File: src/rtl/alu_muldiv_seq.sv
`default_nettype none
// ============================================================================
// Module   : alu_muldiv_seq
// Desc     : MIPS EX-stage unit with single-cycle ALU ops and iterative
//            MUL/DIV behind valid/ready handshakes. Define ALU_DIV_EN to
//            build the restoring divider; otherwise DIV/DIVU flag dbz.
// Revision : 1.0
// ============================================================================
module alu_muldiv_seq #(
  parameter int WIDTH = 32
) (
  input  logic             clk,
  input  logic             rst_n,
  input  logic             in_valid,
  output logic             in_ready,
  input  logic [3:0]       op,
  input  logic [WIDTH-1:0] a,
  input  logic [WIDTH-1:0] b,
  input  logic             kill,
  output logic             out_valid,
  input  logic             out_ready,
  output logic [WIDTH-1:0] result,
  output logic [WIDTH-1:0] hi,
  output logic             zero,
  output logic             ovf,
  output logic             dbz
);
  localparam int CNT_W = $clog2(WIDTH) + 1;
  localparam int MSB   = WIDTH - 1;

  localparam logic [3:0] c_OP_AND  = 4'b0000;
  localparam logic [3:0] c_OP_OR   = 4'b0001;
  localparam logic [3:0] c_OP_ADD  = 4'b0010;
  localparam logic [3:0] c_OP_SLTU = 4'b0011;
  localparam logic [3:0] c_OP_XOR  = 4'b0100;
  localparam logic [3:0] c_OP_SUB  = 4'b0110;
  localparam logic [3:0] c_OP_SLT  = 4'b0111;
  localparam logic [3:0] c_OP_DIV  = 4'b1010;
  localparam logic [3:0] c_OP_DIVU = 4'b1011;
  localparam logic [3:0] c_OP_NOR  = 4'b1100;

  typedef enum logic [2:0] {
    S_IDLE = 3'd0,
    S_EXEC = 3'd1,
    S_MUL  = 3'd2,
`ifdef ALU_DIV_EN
    S_DIV  = 3'd3,
`endif
    S_DONE = 3'd4
  } state_t;

  state_t r_state, w_next;

  logic [3:0]       r_op;
  logic [WIDTH-1:0] r_a, r_b;
  logic [CNT_W-1:0] r_cnt;
  logic [WIDTH-1:0] r_acc, r_lo, r_opd;
  logic [WIDTH-1:0] r_result, r_hi;
  logic             r_out_valid, r_zero, r_ovf, r_dbz;

  logic             w_accept, w_is_mul, w_iter_done, w_signed, w_neg_prod;
  logic [WIDTH-1:0] w_abs_a, w_abs_b, w_sum, w_dif, w_alu_res;
  logic             w_alu_ovf, w_alu_dbz;
  logic [WIDTH:0]   w_mul_sum;
  logic [2*WIDTH-1:0] w_prod, w_prod_fix;

  assign in_ready    = (r_state == S_IDLE);
  assign w_accept    = in_valid & in_ready & ~kill;
  assign w_is_mul    = (op[3:1] == 3'b100);
  assign w_iter_done = (r_cnt == CNT_W'(WIDTH));
  assign w_signed    = ~r_op[0];

  // Iterations run on magnitudes; signed ops only negate on the way out.
  assign w_abs_a = (!op[0] && a[MSB]) ? -a : a;
  assign w_abs_b = (!op[0] && b[MSB]) ? -b : b;

  assign w_mul_sum  = {1'b0, r_acc} + (r_lo[0] ? {1'b0, r_opd} : '0);
  assign w_prod     = {r_acc, r_lo};
  assign w_neg_prod = w_signed & (r_a[MSB] ^ r_b[MSB]);
  assign w_prod_fix = w_neg_prod ? -w_prod : w_prod;

`ifdef ALU_DIV_EN
  logic             w_is_div, w_ge;
  logic [WIDTH:0]   w_rem_sh, w_diff;
  logic [WIDTH-1:0] w_q_fix, w_r_fix;

  assign w_is_div = (op[3:1] == 3'b101);
  assign w_rem_sh = {r_acc, r_lo[MSB]};
  assign w_diff   = w_rem_sh - {1'b0, r_opd};
  assign w_ge     = ~w_diff[WIDTH];
  assign w_q_fix  = (w_signed && (r_a[MSB] ^ r_b[MSB])) ? -r_lo : r_lo;
  assign w_r_fix  = (w_signed && r_a[MSB]) ? -r_acc : r_acc;
`endif

  assign w_sum = r_a + r_b;
  assign w_dif = r_a - r_b;

  always_comb begin
    w_alu_res = '0;
    w_alu_ovf = 1'b0;
    w_alu_dbz = 1'b0;
    case (r_op)
      c_OP_AND:  w_alu_res = r_a & r_b;
      c_OP_OR:   w_alu_res = r_a | r_b;
      c_OP_XOR:  w_alu_res = r_a ^ r_b;
      c_OP_NOR:  w_alu_res = ~(r_a | r_b);
      c_OP_ADD: begin
        w_alu_res = w_sum;
        w_alu_ovf = (r_a[MSB] == r_b[MSB]) && (w_sum[MSB] != r_a[MSB]);
      end
      c_OP_SUB: begin
        w_alu_res = w_dif;
        w_alu_ovf = (r_a[MSB] != r_b[MSB]) && (w_dif[MSB] != r_a[MSB]);
      end
      c_OP_SLT:  w_alu_res = {{(WIDTH-1){1'b0}}, ($signed(r_a) < $signed(r_b))};
      c_OP_SLTU: w_alu_res = {{(WIDTH-1){1'b0}}, (r_a < r_b)};
      c_OP_DIV, c_OP_DIVU: w_alu_dbz = 1'b1;
      default:   w_alu_res = '0;
    endcase
  end

  always_ff @(posedge clk or negedge rst_n) begin
    if (!rst_n) r_state <= S_IDLE;
    else        r_state <= w_next;
  end

  always_comb begin
    w_next = r_state;
    case (r_state)
      S_IDLE: begin
        if (w_accept) begin
          if (w_is_mul) w_next = S_MUL;
`ifdef ALU_DIV_EN
          else if (w_is_div) w_next = S_DIV;
`endif
          else w_next = S_EXEC;
        end
      end
      S_EXEC: w_next = kill ? S_IDLE : S_DONE;
      S_MUL: begin
        if (kill) w_next = S_IDLE;
        else if (w_iter_done) w_next = S_DONE;
      end
`ifdef ALU_DIV_EN
      S_DIV: begin
        if (kill) w_next = S_IDLE;
        else if (w_iter_done) w_next = S_DONE;
      end
`endif
      S_DONE: if (kill || out_ready) w_next = S_IDLE;
      default: w_next = S_IDLE;
    endcase
  end

  always_ff @(posedge clk or negedge rst_n) begin
    if (!rst_n) begin
      r_op <= '0; r_a <= '0; r_b <= '0; r_cnt <= '0;
      r_acc <= '0; r_lo <= '0; r_opd <= '0;
      r_result <= '0; r_hi <= '0;
      r_out_valid <= 1'b0; r_zero <= 1'b0; r_ovf <= 1'b0; r_dbz <= 1'b0;
    end else begin
      case (r_state)
        S_IDLE: begin
          if (w_accept) begin
            r_op  <= op;
            r_a   <= a;
            r_b   <= b;
            r_cnt <= '0;
            r_acc <= '0;
            r_lo  <= w_is_mul ? w_abs_b : w_abs_a;
            r_opd <= w_is_mul ? w_abs_a : w_abs_b;
          end
        end
        S_EXEC: begin
          if (!kill) begin
            r_result    <= w_alu_res;
            r_hi        <= '0;
            r_zero      <= (w_alu_res == '0);
            r_ovf       <= w_alu_ovf;
            r_dbz       <= w_alu_dbz;
            r_out_valid <= 1'b1;
          end
        end
        S_MUL: begin
          if (!kill) begin
            if (w_iter_done) begin
              {r_hi, r_result} <= w_prod_fix;
              r_zero      <= (w_prod_fix[WIDTH-1:0] == '0);
              r_ovf       <= 1'b0;
              r_dbz       <= 1'b0;
              r_out_valid <= 1'b1;
            end else begin
              r_acc <= w_mul_sum[WIDTH:1];
              r_lo  <= {w_mul_sum[0], r_lo[WIDTH-1:1]};
              r_cnt <= r_cnt + CNT_W'(1);
            end
          end
        end
`ifdef ALU_DIV_EN
        S_DIV: begin
          if (!kill) begin
            if (w_iter_done) begin
              r_result    <= (r_b == '0) ? '1 : w_q_fix;
              r_hi        <= (r_b == '0) ? r_a : w_r_fix;
              r_zero      <= (r_b != '0) && (w_q_fix == '0);
              r_ovf       <= 1'b0;
              r_dbz       <= (r_b == '0);
              r_out_valid <= 1'b1;
            end else if (r_b == '0) begin
              r_cnt <= CNT_W'(WIDTH);  // zero divisor: skip straight to finalise
            end else begin
              r_acc <= w_ge ? w_diff[WIDTH-1:0] : w_rem_sh[WIDTH-1:0];
              r_lo  <= {r_lo[WIDTH-2:0], w_ge};
              r_cnt <= r_cnt + CNT_W'(1);
            end
          end
        end
`endif
        S_DONE: if (kill || out_ready) r_out_valid <= 1'b0;
        default: ;
      endcase
    end
  end

  assign out_valid = r_out_valid;
  assign result    = r_result;
  assign hi        = r_hi;
  assign zero      = r_zero;
  assign ovf       = r_ovf;
  assign dbz       = r_dbz;

endmodule
`default_nettype wire

File: config.mk
export PLATFORM = sky130hd
export DESIGN_NAME = alu_muldiv_seq
export DESIGN_NICKNAME = d
export VERILOG_FILES = /design/src/rtl/alu_muldiv_seq.sv
export SDC_FILE = /design/constraint.sdc
export NUM_CORES = 1
export LEC_CHECK = 0
export CAP_MARGIN = 20
export CORE_ASPECT_RATIO = 0.8
export CORE_MARGIN = 2
export CORE_UTILIZATION = 25
export CTS_CLUSTER_SIZE = 20
export DETAILED_ROUTE_END_ITERATION = 10
export PLACE_DENSITY_LB_ADDON = 0.1
export RECOVER_POWER = 25
export SLEW_MARGIN = 20
export SYNTH_ARGS = -nofsm -noshare
export SYNTH_HDL_FRONTEND = slang
export SYNTH_SLANG_ARGS = --single-unit
File: constraint.sdc
create_clock -name clk -period 3.3 [get_ports clk]
set_input_delay 0.495 -clock clk [delete_from_list [all_inputs] [get_ports clk]]
set_output_delay 0.495 -clock clk [all_outputs]
set_load 0.03 [all_outputs]
# Yosys cells after proc, flatten, opt, wreduce, memory -nomap -nowiden
# Index checks and enable logic that the tools add are counted.
# Widths: inputs -> output; s select.
[word_totals]
register_bits = 241
inputBits = 73
out_inout_bits = 69
wordCells = 128
[classes]
addsub = 7
n_lt_le_gt_ge = 2
eq_ne = 25
mux = 51
n_bitwise = 10
n_reduce_logical = 19
[op_table]
columns = ["op", "count"]
rows = [
  ["$mux 32", 17],
  ["$pmux 32 s2", 4],
  ["$pmux 32 s8", 1],
  ["$logic_not 32->1", 2],
  ["$lt 32x32->1", 2],
  ["$mux 64", 1],
  ["$neg 32->32", 2],
  ["$neg 64->64", 1],
  ["$add 32x32->33", 1],
  ["$add 32x32->32", 1],
  ["$and 32x32->32", 1],
  ["$not 32->32", 1],
  ["$or 32x32->32", 1],
  ["$sub 32x32->32", 1],
  ["$xor 32x32->32", 1],
  ["$mux 6", 3],
  ["$mux 3", 5],
  ["$eq 4x3->1 const B", 3],
  ["$eq 4x4->1 const B", 3],
  ["$mux 1", 12],
  ["$pmux 3 s4", 1],
  ["$pmux 6 s2", 1],
  ["$ne 2x2->1 const B", 5],
  ["$eq 4x2->1 const B", 2],
  ["28 further kinds", 42],
]

# Longest topological paths before layout
[depth]
word_depth = 7
mapped_depth = 15
ltp_nobuf = 15

# Least setup slack after synthesis
# Ideal clock, no wire load.
[synth_timing]
kind = "flip-flop to flip-flop"
start = "register r_lo[0]"
end = "register r_acc[28]"
setup_ns = 0.133
t_arrival_ns = 3.291
required_time_ns = 3.167
setup_slack_ns = -0.125
path_stages_with_launch = 15
path_buffers = 2
period_less_slack_ns = 3.425
cell_sequence = "dfrtp_1 clkbuf_1 clkbuf_1 and2_1 ha_1 a21oi_1 o21bai_1 a2111oi_0 o31a_1 o21ai_1 a221o_1 and3b_1 a2111oi_2 xor2_1 o21ai_0"
[synth_via]
elab_chain_cells = 5
[synth_lines]
columns = ["item", "line", "source"]
rows = [
  ["start: declaration", "57", "logic [WIDTH-1:0] r_acc, r_lo, r_opd;"],
  ["start signal: assignment", "170", "r_lo <= w_is_mul ? w_abs_b : w_abs_a;"],
  ["start signal: assignment", "194", "r_lo <= {w_mul_sum[0], r_lo[WIDTH-1:1]};"],
  ["$mux 32", "77", "assign w_mul_sum = {1'b0, r_acc} + (r_lo[0] ? {1'b0, r_opd} : '0);"],
  ["$add 32x32->33", "77", ""],
  ["$mux 32", "186", "if (w_iter_done) begin"],
  ["$mux 32", "185", "if (!kill) begin"],
  ["$pmux 32 s2", "162", "case (r_state)"],
  ["end signal: assignment", "193", "r_acc <= w_mul_sum[WIDTH:1];"],
  ["end: declaration", "57", ""],
]
# Every way passes these cells. The select of a mux whose other input is x is not followed.
# A chain may end at the register's enable or synchronous reset.

# Worst setup path in the final report
[layout_timing]
start = "register r_op[0]"
end = "register r_zero, in the netlist zero"
[layout_via]
elab_chain_cells = 7
elab_cells_between_ends = 18
cone_classes = "eq/ne: 7; mux: 6; bitwise: 2; reduce/logical: 3"
[layout_lines]
columns = ["item", "line", "source"]
rows = [
  ["start: declaration", "54", "logic [3:0] r_op;"],
  ["start signal: assignment", "165", "r_op <= op;"],
  ["parallel branches: the longest is 6 deep, another holds $pmux 32 s8", "-", ""],
  ["$pmux 1 s2 (*)", "162", ""],
  ["end signal: assignment", "178", "r_zero <= (w_alu_res == '0);"],
  ["end signal: assignment", "188", "r_zero <= (w_prod_fix[WIDTH-1:0] == '0);"],
  ["end: declaration", "59", "logic r_out_valid, r_zero, r_ovf, r_dbz;"],
]
# Mark *: on every way between the ends. The select of a mux whose other input is x is not followed.

==> flow_metrics.py <==
metrics = {
    "detailed_routing": {
        "antenna_left": 0,
        "route.detailed.drc": 0,
        "vias_per_cell": 5.069,
        "wl_per_cell_um": 22.28,
        "routed-via-count": 22440,
        "drt-pass1-iter-count": 8,
        "drt_iter0_drc": 1497,
        "routed_wl_mm": 98.64,
    },
    "global_routing": {
        "overflow": 0,
        "grtUsageMet3": 0.04096,
        "grtUsageTotal": 0.2329,
        "antenna_found_initial": 1,
        "use_met1": 0.3509,
        "grt_pass1_vias": 22140,
        "grt_max_degree": 73,
        "grt_busiest_layer": "met1",
        "use_met2": 0.3349,
        "grt_pass1_wl_mm": 146.0,
    },
    "clocking": {
        "clkTransAtPathRegs_ps": 60,
        "clkSinkCount": 241,
        "root_buffer": "clkbuf_16",
        "cts_tree": "built",
        "htree_levels": 2,
        "cts_made_buffers": 34,
        "clk_latency_ps": 570,
        "cts_max_path_buffers": 3,
    },
    "synth": {
        "synthFlopType": "dfrtp_1",
        "synth-seq-cells": 241,
        "synth_common_cells": "o21ai_0, nand2_1, dfrtp_1",
        "ys_top_cells_by_area": "dfrtp_1, ha_1, o21ai_0",
        "synth_cells": 2618,
        "yosysSeqAreaShare": 0.2966,
        "yosys_warnings": 0,
        "syn_area_per_cell_um2": 7.767,
        "async_flop_share": 1.000,
        "synth_fp_nets": 2830,
        "synth.most_common_cell": "o21ai_0",
        "syn_area_um2": 20330,
        "yosysTopAreaCell": "dfrtp_1",
        "synth-edff-count": 0,
        "synth.distinct_cells": 100,
        "yosys.area.top_type_share": 0.2966,
    },
    "power": {
        "powerDensity_nw_per_um2": 676.4,
        "p_int_w": 0.01161,
        "switching_power_w": 0.008988,
        "max-vdd-ir-drop_uv": 328.6,
        "power.share.switching": 0.4364,
        "pwr-share-seq": 0.194,
        "pwr-share-clk": 0.185,
        "cellLeakagePower_nw": 13.54,
        "p_comb_frac": 0.622,
    },
    "finish": {
        "multi_input_area_um2": 14670,
        "regArea_um2": 6032,
        "final_area_um2": 30450,
        "utilization": 0.3781,
        "syn_to_final_growth_pct": 49.74,
        "nNetsFinal": 3523,
        "drive_above_1_share": 0.2999,
        "stdcell_count": 4427,
        "num_antenna_cells": 0,
        "fill_cells": 8410,
    },
    "timing": {
        "slew_viol_final": 69,
        "final.setup.tns_ps": -1842,
        "hold_ws_ps": 475.8,
        "final.min_clock_period_ps": 3735,
        "hold_viol_final": 0,
        "worst_pin_slew_ps": 2382,
        "setup_viol": 11,
        "post-route-period-util": 1.132,
        "rsz0062_at_grt": "true",
        "fin_ws_ps": -435.1,
        "clock.fmax_mhz": 267.7,
        "fin_skew_ps": 26.69,
        "maxSlewHeadroom": -0.5882,
    },
    "placed_design": {
        "gp_congestion": 0.9383,
        "placed_area_um2": 27400,
        "dp_hpwl_mm": 79.31,
        "port_buffers": 141,
        "dp_cells": 4316,
    },
    "run_status": {
        "violations": "max-capacitance violations, max-slew violations, negative setup slack",
        "outcome": "finished with violations",
    },
    "critical_path": {
        "crit_required_ps": 3780,
        "endpoint_kind": "flop",
        "crit_fanout": 8,
        "crit_arrival_ps": 4210,
        "crit_type": "flop to flop",
        "r2r_start": "r_op[0]",
        "critPathLaunchType": "flop",
        "crit_start": "r_op[0]",
    },
    "run": {
        "drv.max_cap_violation_count": 1,
    },
    "floorplan": {
        "chipWidth_um": 322.9,
        "core_area_um2": 80520,
        "row_count": 93,
        "boundaryPins": 142,
        "fp.dieArea_um2": 83650,
        "initial_core_util": 0.2525,
        "die_h_um": 259.1,
    },
    "hold_path": {
        "hold_class": "flop to flop",
        "hold_start": "r_opd[15]",
    },
}
timing repair:
| item | CTS | global route |
|---|---|---|
| cloned | 0 | 0 |
| pin swaps | 73 | 69 |
| setup buffers | 27 | 34 |
| gates resized for setup | 166 | 165 |
| endpoints found under the hold margin | 44 | 0 |
| setup endpoints to repair | 39 | 76 |
| hold buffers | 1 | 0 |
cell type report:
class                           instances  area share
Clock buffer                           47     0.03254
Clock inverter                         13    0.004150
Inverter                              123     0.01516
Multi-Input combinational cell       2086      0.4819
Sequential cell                       241      0.1981
Tap cell                             1092     0.04487
Timing Repair Buffer                  825      0.2232
worst paths after layout:
| path | end | slack [ps] | cells after the start |
|---|---|---|---|
| max | zero | -440 | 13 |
| min | r_opd[15] | 480 | 2 |
| max reg2reg | zero | -440 | 13 |
| min reg2reg | r_opd[15] | 480 | 2 |
| max in group asynchronous | result[23] | 330 | 3 |
| min in group asynchronous | r_a[13] | 1170 | 2 |
per-stage QoR:
step / total power, W / setup WS (ps)
floorplan: 0.009272 / -73.75
global placement: 0.01515 / -966.7
detailed placement: 0.01518 / -821.2
CTS: 0.01986 / -500.7
global route: 0.02181 / -658.5
finish: 0.02060 / -435.1
cells by family (layout without fill, tap and decap cells):
logic type / count (synthesis) / count (layout) / synth area share
simple gates: 901 / 901 / 0.2154
compound gates: 869 / 869 / 0.2661
buf+inv: 291 / 1008 / 0.05759
flops: 241 / 241 / 0.2966
xor+xnor: 158 / 158 / 0.06805
fa+ha+maj: 139 / 139 / 0.08664
mux: 19 / 19 / 0.009721
metal layers:
layer  part of all wire  vias to the layer above  wire length [um]
met5                  0                        -                 0
met4              0.029                        0              2889
met2               0.41                      674             40190
met1               0.50                    10880             49280
met3              0.064                      116              6279
li1                   -                    10770                 -
worst max-delay path, cell delays in order (launching register included):
cell      delay [ps]
dfrtp_1          480
buf_4            220
inv_1            310
nand2_1          290
a21oi_1          220
xnor2_1          170
nand3b_1          90
or4_1            450
nor4_1           450
buf_4            200
nand4_1           90
nor3_1           310
a31oi_1          240
o31ai_2          100
placed cells by master (no fill, tap or decap), drive strengths merged, types with 17 or more instances in the layout:
| master | n |
|---|---|
| clkbuf | 51 |
| xnor2 | 81 |
| a21o | 36 |
| a31oi | 18 |
| and2 | 49 |
| nor4 | 39 |
| dfrtp | 241 |
| o21ai | 318 |
| clkdlybuf4s50 | 140 |
| nor2b | 23 |
| nor2 | 233 |
| inv | 124 |
| nor3 | 67 |
| o21bai | 17 |
| nand4 | 24 |
| xor2 | 77 |
| o31ai | 31 |
| nand3 | 67 |
| or3 | 22 |
| nand2 | 277 |
| ha | 136 |
| nand2b | 20 |
| a211oi | 30 |
| o211ai | 21 |
| a21oi | 210 |
| buf | 680 |
| a22oi | 56 |
power by group through the flow:
stage	Sequential (W)	Clock (W)	Combinational (W)
after detailed placement	0.00403	0	0.0112
after floorplan	0.00431	0	0.00496
after global routing	0.00407	0.00403	0.0137
after global placement	0.00402	0	0.0111
after CTS	0.00399	0.00393	0.0119
final	0.00399	0.00380	0.0128
registers in the layout (all words and copies together), names as in the netlist:
signal     count
r_b           32
out_valid      1
dbz            1
r_acc         32
result        32
r_cnt          6
r_a           32
zero           1
r_opd         32
ovf            1
r_state        3
hi            32
r_op           4
r_lo          32
Power figures use the tool's default switching activity.
